**config.mk**
```make
export PLATFORM = sky130hd
export DESIGN_NAME = ahb_lite_master
export DESIGN_NICKNAME = d
export VERILOG_FILES = /design/src/rtl/ahb_pkg.sv /design/src/rtl/ahb_burst_addr_gen.sv /design/src/rtl/ahb_lite_master.sv
export SDC_FILE = /design/constraint.sdc
export NUM_CORES = 1
export LEC_CHECK = 0
export ABC_AREA = 0
export BUFFER_PORTS_ARGS = -buffer_cell sky130_fd_sc_hd__buf_2
export CAP_MARGIN = 10
export CELL_PAD_IN_SITES_DETAIL_PLACEMENT = 1
export CELL_PAD_IN_SITES_GLOBAL_PLACEMENT = 2
export CORE_MARGIN = 1
export CORE_UTILIZATION = 30
export CTS_CLUSTER_DIAMETER = 120
export DETAILED_ROUTE_END_ITERATION = 16
export GPL_ROUTABILITY_DRIVEN = 1
export GPL_TIMING_DRIVEN = 1
export PLACE_DENSITY_LB_ADDON = 0.15
export REMOVE_ABC_BUFFERS = 1
export SYNTH_ARGS = -nofsm -noshare
export SYNTH_HDL_FRONTEND = slang
export SYNTH_SLANG_ARGS = --single-unit
```
**constraint.sdc**
```tcl
create_clock -name hclk -period 2.97 [get_ports hclk]
set_input_delay 0.594 -clock hclk [delete_from_list [all_inputs] [get_ports hclk]]
set_output_delay 0.594 -clock hclk [all_outputs]
set_load 0.01 [all_outputs]
```
**src/rtl/ahb_pkg.sv**
```systemverilog
// Shared AHB-Lite encodings, master FSM states and burst helper functions.
package ahb_pkg;

    localparam logic [1:0] HTRANS_IDLE   = 2'b00;
    localparam logic [1:0] HTRANS_BUSY   = 2'b01;
    localparam logic [1:0] HTRANS_NONSEQ = 2'b10;
    localparam logic [1:0] HTRANS_SEQ    = 2'b11;

    localparam logic [2:0] HBURST_SINGLE = 3'd0;
    localparam logic [2:0] HBURST_INCR   = 3'd1;
    localparam logic [2:0] HBURST_WRAP4  = 3'd2;
    localparam logic [2:0] HBURST_INCR4  = 3'd3;
    localparam logic [2:0] HBURST_WRAP8  = 3'd4;
    localparam logic [2:0] HBURST_INCR8  = 3'd5;
    localparam logic [2:0] HBURST_WRAP16 = 3'd6;
    localparam logic [2:0] HBURST_INCR16 = 3'd7;

    localparam logic [2:0] HSIZE_WORD    = 3'b010;
    localparam logic [3:0] HPROT_DEFAULT = 4'b0011;

    localparam logic HRESP_OKAY  = 1'b0;
    localparam logic HRESP_ERROR = 1'b1;

    typedef enum logic [1:0] {
        ST_IDLE = 2'd0,
        ST_ADDR = 2'd1,
        ST_LAST = 2'd2,
        ST_ERR  = 2'd3
    } state_e;

    // Number of beats a burst carries; undefined-length INCR uses the request length.
    function automatic logic [4:0] beats_of(input logic [2:0] hburst, input logic [4:0] len);
        logic [4:0] beats;
        case (hburst)
            HBURST_SINGLE:               beats = 5'd1;
            HBURST_INCR:                 beats = (len == 5'd0) ? 5'd1 : len;
            HBURST_WRAP4, HBURST_INCR4:  beats = 5'd4;
            HBURST_WRAP8, HBURST_INCR8:  beats = 5'd8;
            default:                     beats = 5'd16;
        endcase
        return beats;
    endfunction

    // Wrapping bursts are the even, non-SINGLE codes.
    function automatic logic is_wrap(input logic [2:0] hburst);
        return (hburst[0] == 1'b0) && (hburst != HBURST_SINGLE);
    endfunction

endpackage

```
**src/rtl/ahb_burst_addr_gen.sv**
```systemverilog
// Next beat address for word bursts: linear for INCR types, wrapped inside
// a beats*4 byte window for WRAP types.
module ahb_burst_addr_gen
    import ahb_pkg::*;
#(
    parameter int ADDR_W = 32
) (
    input  logic [ADDR_W-1:0] addr,
    input  logic [2:0]        hburst,
    input  logic [4:0]        beats,
    output logic [ADDR_W-1:0] next_addr
);

    logic [ADDR_W-1:0] incr_addr;
    logic [ADDR_W-1:0] wrap_mask;

    // Select linear or wrapped increment of the current word address.
    always_comb begin
        incr_addr = addr + ADDR_W'(4);
        wrap_mask = ADDR_W'({beats, 2'b00}) - ADDR_W'(1);
        if (is_wrap(hburst)) begin
            next_addr = (addr & ~wrap_mask) | (incr_addr & wrap_mask);
        end else begin
            next_addr = incr_addr;
        end
    end

endmodule

```
**src/rtl/ahb_lite_master.sv**
```systemverilog
// AHB-Lite burst master: turns one controller command into a pipelined
// NONSEQ/SEQ burst, handles wait states and the two-cycle ERROR response.
module ahb_lite_master
    import ahb_pkg::*;
#(
    parameter int ADDR_W = 32,
    parameter int DATA_W = 32
) (
    input  logic              hclk,
    input  logic              hresetn,
    input  logic              cmd_valid,
    output logic              cmd_ready,
    input  logic              cmd_write,
    input  logic [ADDR_W-1:0] cmd_addr,
    input  logic [2:0]        cmd_burst,
    input  logic [4:0]        cmd_len,
    input  logic [DATA_W-1:0] wr_data,
    output logic              wr_data_req,
    output logic [DATA_W-1:0] rd_data,
    output logic              rd_valid,
    output logic              done,
    output logic              err,
    output logic [ADDR_W-1:0] haddr,
    output logic              hwrite,
    output logic [2:0]        hsize,
    output logic [2:0]        hburst,
    output logic [1:0]        htrans,
    output logic [3:0]        hprot,
    output logic              hmastlock,
    output logic [DATA_W-1:0] hwdata,
    input  logic              hready,
    input  logic              hresp,
    input  logic [DATA_W-1:0] hrdata
);

    state_e            state_q, state_d;
    logic [ADDR_W-1:0] haddr_q, haddr_d;
    logic [1:0]        htrans_q, htrans_d;
    logic              hwrite_q, hwrite_d;
    logic [2:0]        hburst_q, hburst_d;
    logic [DATA_W-1:0] hwdata_q, hwdata_d;
    logic [4:0]        beats_q, beats_d;
    logic [4:0]        beats_left_q, beats_left_d;   // beats still to be addressed
    logic              dphase_q, dphase_d;           // a data phase is in flight
    logic [DATA_W-1:0] rd_data_q, rd_data_d;
    logic              rd_valid_q, rd_valid_d;
    logic              done_q, done_d;
    logic              err_q, err_d;
    logic [4:0]        beats_cmd;
    logic [ADDR_W-1:0] next_addr;

    ahb_burst_addr_gen #(.ADDR_W(ADDR_W)) u_addr_gen (
        .addr      (haddr_q),
        .hburst    (hburst_q),
        .beats     (beats_q),
        .next_addr (next_addr)
    );

    assign beats_cmd = beats_of(cmd_burst, cmd_len);

    // Next-state and registered-output computation; hready=0 leaves everything held.
    always_comb begin
        state_d      = state_q;
        haddr_d      = haddr_q;
        htrans_d     = htrans_q;
        hwrite_d     = hwrite_q;
        hburst_d     = hburst_q;
        hwdata_d     = hwdata_q;
        beats_d      = beats_q;
        beats_left_d = beats_left_q;
        dphase_d     = dphase_q;
        rd_data_d    = rd_data_q;
        rd_valid_d   = 1'b0;
        done_d       = 1'b0;
        err_d        = 1'b0;
        wr_data_req  = 1'b0;

        case (state_q)
            ST_IDLE: begin
                if (cmd_valid) begin
                    haddr_d      = cmd_addr & ~ADDR_W'(3);
                    htrans_d     = HTRANS_NONSEQ;
                    hwrite_d     = cmd_write;
                    hburst_d     = cmd_burst;
                    beats_d      = beats_cmd;
                    beats_left_d = beats_cmd - 5'd1;
                    dphase_d     = 1'b0;
                    state_d      = ST_ADDR;
                end
            end
            ST_ADDR: begin
                if (hready) begin
                    if (dphase_q && !hwrite_q && hresp == HRESP_OKAY) begin
                        rd_data_d  = hrdata;
                        rd_valid_d = 1'b1;
                    end
                    if (hwrite_q) begin
                        wr_data_req = 1'b1;
                        hwdata_d    = wr_data;
                    end
                    dphase_d = 1'b1;
                    if (beats_left_q != 5'd0) begin
                        htrans_d     = HTRANS_SEQ;
                        haddr_d      = next_addr;
                        beats_left_d = beats_left_q - 5'd1;
                    end else begin
                        htrans_d = HTRANS_IDLE;
                        state_d  = ST_LAST;
                    end
                end else if (dphase_q && hresp == HRESP_ERROR) begin
                    // First ERROR cycle: withdraw any pending SEQ.
                    htrans_d = HTRANS_IDLE;
                    state_d  = ST_ERR;
                end
            end
            ST_LAST: begin
                if (hready) begin
                    if (!hwrite_q && hresp == HRESP_OKAY) begin
                        rd_data_d  = hrdata;
                        rd_valid_d = 1'b1;
                    end
                    done_d   = 1'b1;
                    dphase_d = 1'b0;
                    state_d  = ST_IDLE;
                end else if (hresp == HRESP_ERROR) begin
                    state_d = ST_ERR;
                end
            end
            ST_ERR: begin
                if (hready) begin
                    done_d   = 1'b1;
                    err_d    = 1'b1;
                    dphase_d = 1'b0;
                    state_d  = ST_IDLE;
                end
            end
            default: state_d = ST_IDLE;
        endcase
    end

    // State and output registers with asynchronous active-low reset.
    always_ff @(posedge hclk or negedge hresetn) begin
        if (!hresetn) begin
            state_q      <= ST_IDLE;
            haddr_q      <= '0;
            htrans_q     <= HTRANS_IDLE;
            hwrite_q     <= 1'b0;
            hburst_q     <= HBURST_SINGLE;
            hwdata_q     <= '0;
            beats_q      <= 5'd1;
            beats_left_q <= 5'd0;
            dphase_q     <= 1'b0;
            rd_data_q    <= '0;
            rd_valid_q   <= 1'b0;
            done_q       <= 1'b0;
            err_q        <= 1'b0;
        end else begin
            state_q      <= state_d;
            haddr_q      <= haddr_d;
            htrans_q     <= htrans_d;
            hwrite_q     <= hwrite_d;
            hburst_q     <= hburst_d;
            hwdata_q     <= hwdata_d;
            beats_q      <= beats_d;
            beats_left_q <= beats_left_d;
            dphase_q     <= dphase_d;
            rd_data_q    <= rd_data_d;
            rd_valid_q   <= rd_valid_d;
            done_q       <= done_d;
            err_q        <= err_d;
        end
    end

    assign cmd_ready = (state_q == ST_IDLE);
    assign haddr     = haddr_q;
    assign htrans    = htrans_q;
    assign hwrite    = hwrite_q;
    assign hburst    = hburst_q;
    assign hwdata    = hwdata_q;
    assign hsize     = HSIZE_WORD;
    assign hprot     = HPROT_DEFAULT;
    assign hmastlock = 1'b0;
    assign rd_data   = rd_data_q;
    assign rd_valid  = rd_valid_q;
    assign done      = done_q;
    assign err       = err_q;

endmodule
```
Word level (Yosys, flattened, before mapping)
Cells that the tools add are included.

Equal/unequal tests: 19. Reduce and logical (&&, ||, !) cells: 23. Multiplexer cells: 44. Bitwise logic cells: 6. Add/subtract/negate cells: 4.

Operators with widths (number): 2-to-1 mux 32 bit (8); one-hot mux 32 bit (2 select lines) (2); bitwise AND 32 bit (2); adder 32 x 3 -> 32 bit, second input constant (1); NOT 32 bit (1); bitwise OR 32 bit (1); 2-to-1 mux 2 bit (11); 2-to-1 mux 5 bit (4); one-hot mux 5 bit (4 select lines) (1); != test 2 bit, second input constant (7); 2-to-1 mux 1 bit (13); one-hot mux 5 bit (2 select lines) (1); AND reduction 5 bit (2); subtractor 5 x 1 -> 5 bit, second input constant (2); != test 3 bit, second input constant (3); AND reduction 3 bit (3); one-hot mux 2 bit (4 select lines) (1); subtractor 7 x 1 -> 8 bit, second input constant (1); == test 3 x 2 -> 1 bit, second input constant (2); == test 3 bit, second input constant (2); OR reduction 2 bit (3); logical AND 1 bit (5); zero test 5 bit (1); nonzero test 5 bit (1); other kinds (15) (18).

Register bits after elaboration: 118. Bits of input ports: 110.

Depth between registers and ports, before layout
Gate-level depths: netlist (run 1).

Depth in word-level cells: 8. Depth in mapped cells: 11. Depth with buffers taken out: 9.

Hierarchy
From an unflattened synthesis (run 1), not the netlist that was laid out.

Cell total of the unflattened synthesis: 508. Area total of the unflattened synthesis: 6014.5 um2.

Modules (own cells, without submodules): ahb_lite_master (area an instance 5281.3 um2, cells an instance 407, times used 1, sequential area each 2954.1 um2); ahb_burst_addr_gen (area an instance 733.2 um2, cells an instance 101, times used 1, sequential area each 0.0 um2).

Least setup slack after synthesis (run 1)
Ideal clock, no wire load.

Path kind: register to output. Start: reg state_q[1]. End: out wr_data_req. Data required time: 2.376 ns. Slack: 0.830 ns. Arrival time: 1.546 ns. Stages on the path, launching flop included: 8. Cell sequence: dfrtp_1 inv_1 ha_1 buf_4 buf_2 nand3_1 buf_2 inv_1.

Longest elaborated chain between the ends: 2.

Ends and longest elaborated chain: start, declared (RTL line ahb_lite_master.sv:36) `state_e state_q, state_d;`; start signal, assigned (RTL line ahb_lite_master.sv:158) `state_q <= state_d;`; == test 2 x 1 -> 1 bit (RTL line ahb_lite_master.sv:78) `case (state_q)`; 2-to-1 mux 1 bit (RTL line ahb_lite_master.sv:78); end, declared (RTL line ahb_lite_master.sv:18) `output logic wr_data_req,`.

Every way passes these cells.

Worst setup path after layout (run 1)
Ends and elaborated chain as after synthesis.

==> results.md, run 1 <==
* Status: finished, final reports clean
* H-tree depth at 4
* Cells after DPL at 958
* Post-CTS Hold Buffers at 0
* Critical Path Fanout Max at 11
* Placed inst area at 7091 um^2
* Top cells by area, synth: dfrtp_1, mux2_2, o21ai_0
* Async S/R FF share, synth at 100.0%
* Leakage at 3.684 nW
* Final Cycle Share at 84.79%
* Placement Rows at 50
* Final nets at 860
* Logic gate share of total power at ~42%
* DRT Pass-1 Iters at 5
* # diodes at 0
* Register area share after synthesis at 50.29%
* Worst setup SP type: flip-flop
* Number of synthesized flops with an enable pin at 0
* IO Pins at 225
* RSZ-0062 raised after global routing: false
* P per Cell Area at 1159 nW/um^2
* Area growth, synth to finish at 33.59%
* Core Util, Final at between 40% and 50%
* Worst slew pin tran at 0.7468 ns
* Switching Share at 38.49%
* Initial Util at 30.77%
* CP arrival at ~1.9 ns
* Gr ovfl total at 0
* Fmax achieved at 397.1 MHz
* Clock tree buffer depth at 2
* VDD IR-drop max at 0.5085 mV
* Critical path class: reg -> out
* Slew Viols, Final at 0
* Detailed Place HPWL at 12,860 um
* Clock transition at path regs at 0.06 ns
* Mean post-synth cell area at 10.96 um^2
* CTS tree: built
* Layout cells sized above 1 at a little under half
* Core area at 18,770 um^2
* First-pass GRT wire length at 27,920 um
* Pin count of the biggest net entering global routing at 49
* Clock root buffer: clkbuf_16
* Psw at 3.443 mW
* Die Ht at 140.7 um
* Cell variety after synth at 64
* Sinks on Clock Net at roughly 120
* Max-cap viol count at 0
* Drc violations at 0
* Number of global-route vias before repair at 5,259
* PortBufs at 212
* #FFs+latches synth at 116
* DR iter-0 viols at around 230
* Post-synthesis cell area at 5774 um^2
* Die ar. at between 15,000 and 20,000 um^2
* Clock power frac at around 24%
* Worst slew margin at 50.03%
* Setup bufs post-CTS at 0
* Antenna violations before repair at 1
* Endpoint type of the worst setup path: primary output
* Fin Clk Skew at 0.007641 ns
* Clk Latency, worst-skew pair at ~0.4 ns
* Routed wire per std cell at around 17 um
* P_int at 5.501 mW
* Final total power at about 8.9 mW
* Post-synth top area share at 49.84%
* Worst Hold Class: in -> async
* CP Data Required Time at 2.38 ns
* Final hold violations at 0
* Cell count after synthesis at about 530
* Final Cell Area at between 7000 and 8000 um^2
* Worst-case hold slack at 0.2177 ns
* Final ANT Viol Nets at 0
* Yosys warns at 0
* Inserted Clock Buffers at 17
* Cts repair resizes at 0
* Area leader, netlist: dfrtp_1
* Die X at 140.7 um
* Part of the power in registers at 33.4%
* Final Critical Period at about 2.5 ns
* Synth Flop Type: dfrtp_1
* Vias/cell at 5.075
* Total Routing Usage GR at 18.05%
* # setup viols final at 0
* Vias at ~5,000
* Gpl congestion at 0.7777
* Total Wirelength at 17,300 um
* Post-Layout Cell Count at 990
## layer usage
metal	GRT usage [%]	wire [um]	part of all wire, %	vias to the layer above
met4	5.606	242	1.4	2
met1	22.26	7383	43	2538
met2	30.98	8899	51	123
li1	-	-	-	2340
met3	4.484	767	4.4	21
met5	0	11	0.064	-
## cells in the final DEF (no fill, tap or decap), types with 5 or more instances in the layout
master     instances
nand2_1           32
ha_1               7
nor3_1            10
a22oi_1           11
conb_1            10
buf_2            211
nor2_1            25
buf_4             16
and3_1             6
dfrtp_1          115
nand3_1           12
a31oi_1           11
nand4_1            7
o21bai_1           5
o21ai_1           16
mux2_2            71
clkbuf_16         17
a21oi_1           22
mux2i_1            6
and2_1             7
o21ai_0           33
inv_1             13
## final cells by class
| cell class | instances | area, um^2 |
|---|---|---|
| Clock buffer | 19 | 442.9 |
| Tap cell | 234 | 292.8 |
| Fill cell | 2110 | 11050 |
| Sequential cell | 116 | 2904 |
| Multi-Input combinational cell | 367 | 2649 |
| Inverter | 13 | 48.80 |
| Timing Repair Buffer | 228 | 1196 |
| Clock inverter | 13 | 180.2 |
## synth_stat cells, drive strengths merged (6+ instances only)
cell	n
nor3	10
a31oi	11
nand4	8
a21oi	22
o21ai	50
clkbuf	13
and3	6
nand2	32
buf	26
dfrtp	115
mux2	71
mux2i	6
inv	13
nor2	26
a22oi	12
ha	7
nand3	12
and2	7
## final timing paths
path	startpoint	endpoint	slack [ns]	depth (start not counted)
worst min-delay path	hresetn	rd_data[2]	0.22	1
worst min register to register	hwdata[16]	hwdata[16]	0.50	1
worst max-delay path	state_q[1]	wr_data_req	0.45	5
worst max register to register	state_q[1]	haddr[31]	0.53	8
min in group hclk	hrdata[2]	rd_data[2]	0.41	2
max in group asynchronous	hresetn	beats_q[0]	1.89	2
## through the flow
stage	TNS, ns	setup slack (ns)
after floorplan	-8.052	-0.2477
after global placement	0	0.5716
after detailed placement	0	0.5163
after CTS	0	0.3686
after global routing	0	0.2970
final	0	0.4517
## state kept, by name, summed over array words and instances, names as in the netlist
name          count
dphase_q          1
beats_left_q      5
beats_q           5
state_q           2
err               1
rd_valid          1
done              1
rd_data          32
htrans            2
hwdata           32
haddr            30
hwrite            1
hburst            3
## critical path, cell delays in order (launching register included)
cell and delay, ns:
dfrtp_1 0.43, inv_1 0.11, ha_1 0.43, nand3_1 0.27
inv_1 0.12, buf_2 0.16
## kinds of logic (layout without fill, tap and decap cells)
kind of cell	after synthesis	count (layout)	synth area share [%]
and+or+nand+nor	131	131	12.46
buffers and inverters	52	273	4.485
adders and majority gates	7	7	1.517
DFF	116	116	50.29
xor gates and xnor gates	6	6	0.9101
muxes	77	77	14.89
other	2	10	0.1301
AOI/OAI and AO/OA	136	136	15.32
## power groups by stage
stage | clock (mW) | combinational, mW | sequential (mW)
global placement | 0 | 3.73 | 2.95
CTS | 2.23 | 3.86 | 3.00
floorplan | 0 | 1.97 | 3.23
finish | 2.18 | 3.78 | 2.99
global route | 2.30 | 4.16 | 3.12
detailed placement | 0 | 3.84 | 3.01
No activity file was read; power rests on OpenSTA's default activity.
==> inputs of run 2 (changes only) <==
Settings changed: CORE_UTILIZATION 30 to 27.
Clock period 2.97 ns to 2.3 ns, I/O delays scaled along.
==> results.md, run 2 (same netlist as run 1, synthesis figures left out) <==
* Number of global-route vias before repair at about 5,300
* Max-cap viol count at 0
* Gr ovfl total at 0
* Die ar. at approximately 22,000 um^2
* Critical path class: reg -> out
* Final hold violations at 0
* Worst slew margin at 62.04%
* Leakage at 3.765 nW
* Final ANT Viol Nets at 0
* Area growth, synth to finish at 37.64%
* Worst-case hold slack at between 0.05 and 0.06 ns
* Worst setup SP type: flip-flop
* DR iter-0 viols at roughly 110
* Clock tree buffer depth at 2
* Clock root buffer: clkbuf_16
* Final nets at 872
* Placed inst area at 7257 um^2
* Most common cell after layout, fill and taps aside: buf_2
* # setup viols final at 0
* H-tree depth at 4
* Endpoint type of the worst setup path: primary output
* Final Cell Area at 7948 um^2
* Total Negative Setup Slacks at 0 ns
* Vias at 4,983
* Total Routing Usage GR at 16.56%
* Placement Rows at 53
* P per Cell Area at roughly 1500 nW/um^2
* Die X at 148.2 um
* Slew Viols, Final at 0
* Layout cells sized above 1 at 46.54%
* CTS tree: built
* Cells after DPL at 1,006
* Critical Path Fanout Max at 33
* CP Data Required Time at 1.84 ns
* CP arrival at 1.76 ns
* Routed wire per std cell at 16.87 um
* Post-placement setup slack at 0.06087 ns
* Commonest non-fill, non-tap cells in the layout: buf_2, dfrtp_1, mux2_2
* Die Ht at 148.2 um
* Fin Clk Skew at 0.01072 ns
* Filler cell count at 2,397
* VDD IR-drop max at 0.6989 mV
* Detailed Place HPWL at 12,820 um
* # diodes at 0
* Core area at roughly 21,000 um^2
* Final Critical Period at 2.218 ns
* Fmax achieved at about 450 MHz
* Gpl congestion at 0.7338
* IO Pins at around 230
* Final WS setup at ~0.08 ns
* PortBufs at 212
* Total Wirelength at 17,580 um
* Drc violations at 0
* DRT Pass-1 Iters at 5
* Antenna violations before repair at 0
* First-pass GRT wire length at around 28,000 um
* Initial Util at between 20% and 30%
* Status: finished, final reports clean
* Vias/cell at between 4 and 5
* Clock transition at path regs at 0.06 ns
* Final Cycle Share at 96.43%
* Inserted Clock Buffers at 17
* Post-Layout Cell Count at approximately 1,000
* Worst Hold Class: in -> async
* Worst slew pin tran at 0.5650 ns
* RSZ-0062 raised after global routing: false
* Pin count of the biggest net entering global routing at 63
* Clk Latency, worst-skew pair at 0.41 ns
* Sinks on Clock Net at between 100 and 150
run 2: worst paths after layout:
path / startpoint / to / slack (ns) / cells after the start
setup reg to reg: state_q[0] / haddr[31] / 0.20 / 8
hold reg to reg: hwdata[20] / hwdata[20] / 0.50 / 1
min in group hclk: wr_data[30] / hwdata[30] / 0.28 / 2
max in group asynchronous: hresetn / haddr[7] / 1.91 / 2
setup / recovery: state_q[0] / wr_data_req / 0.08 / 6
hold / removal: hresetn / rd_data[24] / 0.05 / 2
run 2: timing repair:
action | 4_1_cts | 5_1_grt
resized for setup | 3 | 3
setup buffers | 0 | 5
setup endpoints to repair | 1 | 13
hold buffers | 0 | 0
pin swaps | 0 | 1
run 2: report_power, final:
group / internal, mW / switching, mW
clock: 1.82 / 1.02
combinational: 2.43 / 2.72
sequential: 3.05 / 0.815
run 2: metrics by stage:
stage          utilization [%]  power (mW)
6_report                 37.81       11.86
2_1_floorplan                -       6.713
3_5_place_dp             34.52       9.022
3_3_place_gp             34.52       8.829
4_1_cts                  37.59       11.98
5_1_grt                  37.81       12.75
run 2: layout make-up:
cell class / count / area [um^2] / area share [%]
inverters: 13 / 48.80 / 0.6140
clock buffers: 17 / 425.4 / 5.353
clock inverters: 14 / 202.7 / 2.550
multi-input cells: 367 / 2666 / 33.55
repair buffers: 240 / 1356 / 17.07
flip-flops and latches: 116 / 2904 / 36.54
well taps: 275 / 344.1 / 4.329
run 2: worst max-delay path, cell delays in order (launching register included):
cell	delay [ns]
dfrtp_1	0.43
ha_4	0.21
buf_8	0.15
nand3_1	0.11
buf_12	0.22
inv_1	0.06
buf_2	0.14
run 2: layer usage:
layer	wire (um)	track usage, %	vias to the layer above
met2	8720	27.91	135
li1	-	-	2371
met5	0	0	-
met4	202	4.485	0
met1	7818	20.78	2459
met3	841	4.479	18
==> inputs of run 3 (changes only) <==
Settings changed: CELL_PAD_IN_SITES_DETAIL_PLACEMENT 1 to unset, CELL_PAD_IN_SITES_GLOBAL_PLACEMENT 2 to unset, CORE_UTILIZATION 27 to 44.
==> results.md, run 3 (same netlist as run 1, synthesis figures left out) <==
* Status: finished, final reports clean
* Post-CTS Hold Buffers at 0
* CP arrival at between 1.5 and 2 ns
* Die X at 116.6 um
* Commonest non-fill, non-tap cells in the layout: buf_2, dfrtp_1, mux2_2
* Placed inst area at 7113 um^2
* VDD IR-drop max at 0.7256 mV
* Sinks on Clock Net at 116
* CTS tree: built
* Antenna violations before repair at 0
* Worst Hold Class: in -> async
* Total Wirelength at 14,930 um
* Final nets at 869
* Placement Rows at 41
* Clk Latency, worst-skew pair at 0.41 ns
* Post-placement setup slack at 0.008551 ns
* PortBufs at 212
* Core area at 12,720 um^2
* Worst setup SP type: flip-flop
* Gr ovfl total at 0
* Leakage at 3.777 nW
* Cells after DPL at 901
* Area growth, synth to finish at 35.93%
* CP Data Required Time at approximately 1.8 ns
* P per Cell Area at 1498 nW/um^2
* Clock tree buffer depth at 2
* Post-Layout Cell Count at 937
* Fin Clk Skew at between 0.005 and 0.006 ns
* H-tree depth at 4
* Max-cap viol count at 0
* Die ar. at 13,590 um^2
* Drc violations at 0
* Final Cycle Share at 94.99%
* Clock root buffer: clkbuf_16
* Pin count of the biggest net entering global routing at 53
* Final Critical Period at 2.185 ns
* Worst slew pin tran at 0.5648 ns
* Number of global-route vias before repair at 4,637
* Worst reg-to-reg setup slack at 0.12 ns
* Worst-case hold slack at roughly 0.014 ns
* Layout cells sized above 1 at 46.54%
* # setup viols final at 0
* Final WS setup at 0.1153 ns
* Total Routing Usage GR at 22.29%
* R2R cell count at 8
* IO Pins at 225
* Routed wire per std cell at 15.93 um
* First-pass GRT wire length at 22,970 um
* RSZ-0062 raised after global routing: false
* Initial Util at 45.39%
* Critical path class: reg -> out
* Endpoint type of the worst setup path: primary output
* Vias at 5,028
* Gpl congestion at between 0.8 and 0.9
* Die Ht at 116.6 um
* Slew Viols, Final at 0
* Final ANT Viol Nets at 0
* Vias/cell at 5.366
* Final hold violations at 0
* DR iter-0 viols at 276
* Final Cell Area at between 7000 and 8000 um^2
* DRT Pass-1 Iters at 5
* Fmax achieved at 457.7 MHz
* Inserted Clock Buffers at 17
* Detailed Place HPWL at 10,640 um
* Most common cell after layout, fill and taps aside: buf_2
* Critical Path Fanout Max at 6
* Clock transition at path regs at 0.05 ns
* Worst r2r dst: haddr[4]
* Core Util, Final at 61.69%
* Worst slew margin at 62.05%
* RR Startpoint: state_q[0]
* # diodes at 0
-- run 3: routing by layer --
metal | vias to the layer above | share of wire (%) | global-route usage, %
li1 | 2366 | - | -
met1 | 2435 | 43 | 28.93
met2 | 205 | 49 | 35.78
met3 | 22 | 6.2 | 5.138
met4 | 0 | 1.8 | 9.620
met5 | - | 0 | 0
-- run 3: per-stage QoR --
| step | TNS, ns | total power [mW] |
|---|---|---|
| after floorplan | -64.18 | 6.713 |
| after global placement | 0 | 8.642 |
| after detailed placement | 0 | 8.847 |
| after CTS | 0 | 11.82 |
| after global routing | 0 | 12.57 |
| final | 0 | 11.76 |
-- run 3: worst max path at each step --
stage                    start  cells after the start  slack [ns]     endpoint
floorplan           state_q[1]                      5       -0.92   rd_data[0]
global placement    state_q[1]                      8        0.08    haddr[23]
detailed placement  state_q[1]                      8       0.009    haddr[23]
CTS                 state_q[1]                      8        0.02  wr_data_req
global route        state_q[0]                      8        0.02     haddr[4]
finish              state_q[1]                      8        0.12  wr_data_req
-- run 3: power by group --
part / leakage (nW) / internal (mW) / switching (mW) / total, mW
clock: 0.306 / 1.90 / 0.951 / 2.85
combinational: 2.06 / 2.42 / 2.64 / 5.06
sequential: 1.41 / 3.05 / 0.788 / 3.84
-- run 3: layout make-up --
type | instances | area, um^2
Timing Repair Buffer | 237 | 1351
Clock inverter | 11 | 173.9
Fill cell | 1093 | 4873
Tap cell | 172 | 215.2
Clock buffer | 21 | 470.5
Inverter | 13 | 48.80
Multi-Input combinational cell | 367 | 2684
Sequential cell | 116 | 2905
-- run 3: what timing repair did --
action | CTS | global route
gates cloned | 1 | 0
pin swaps | 0 | 1
endpoints found under the setup margin | 2 | 11
gates resized for setup | 4 | 4
buffers inserted | 1 | 2
-- run 3: critical path, cell delays in order, from the launching register on --
cell     delay (ns)
dfrtp_1        0.39
inv_2          0.09
ha_4           0.14
buf_4          0.12
buf_4          0.15
nand3_4        0.11
buf_12         0.16
inv_1          0.04
buf_2          0.11
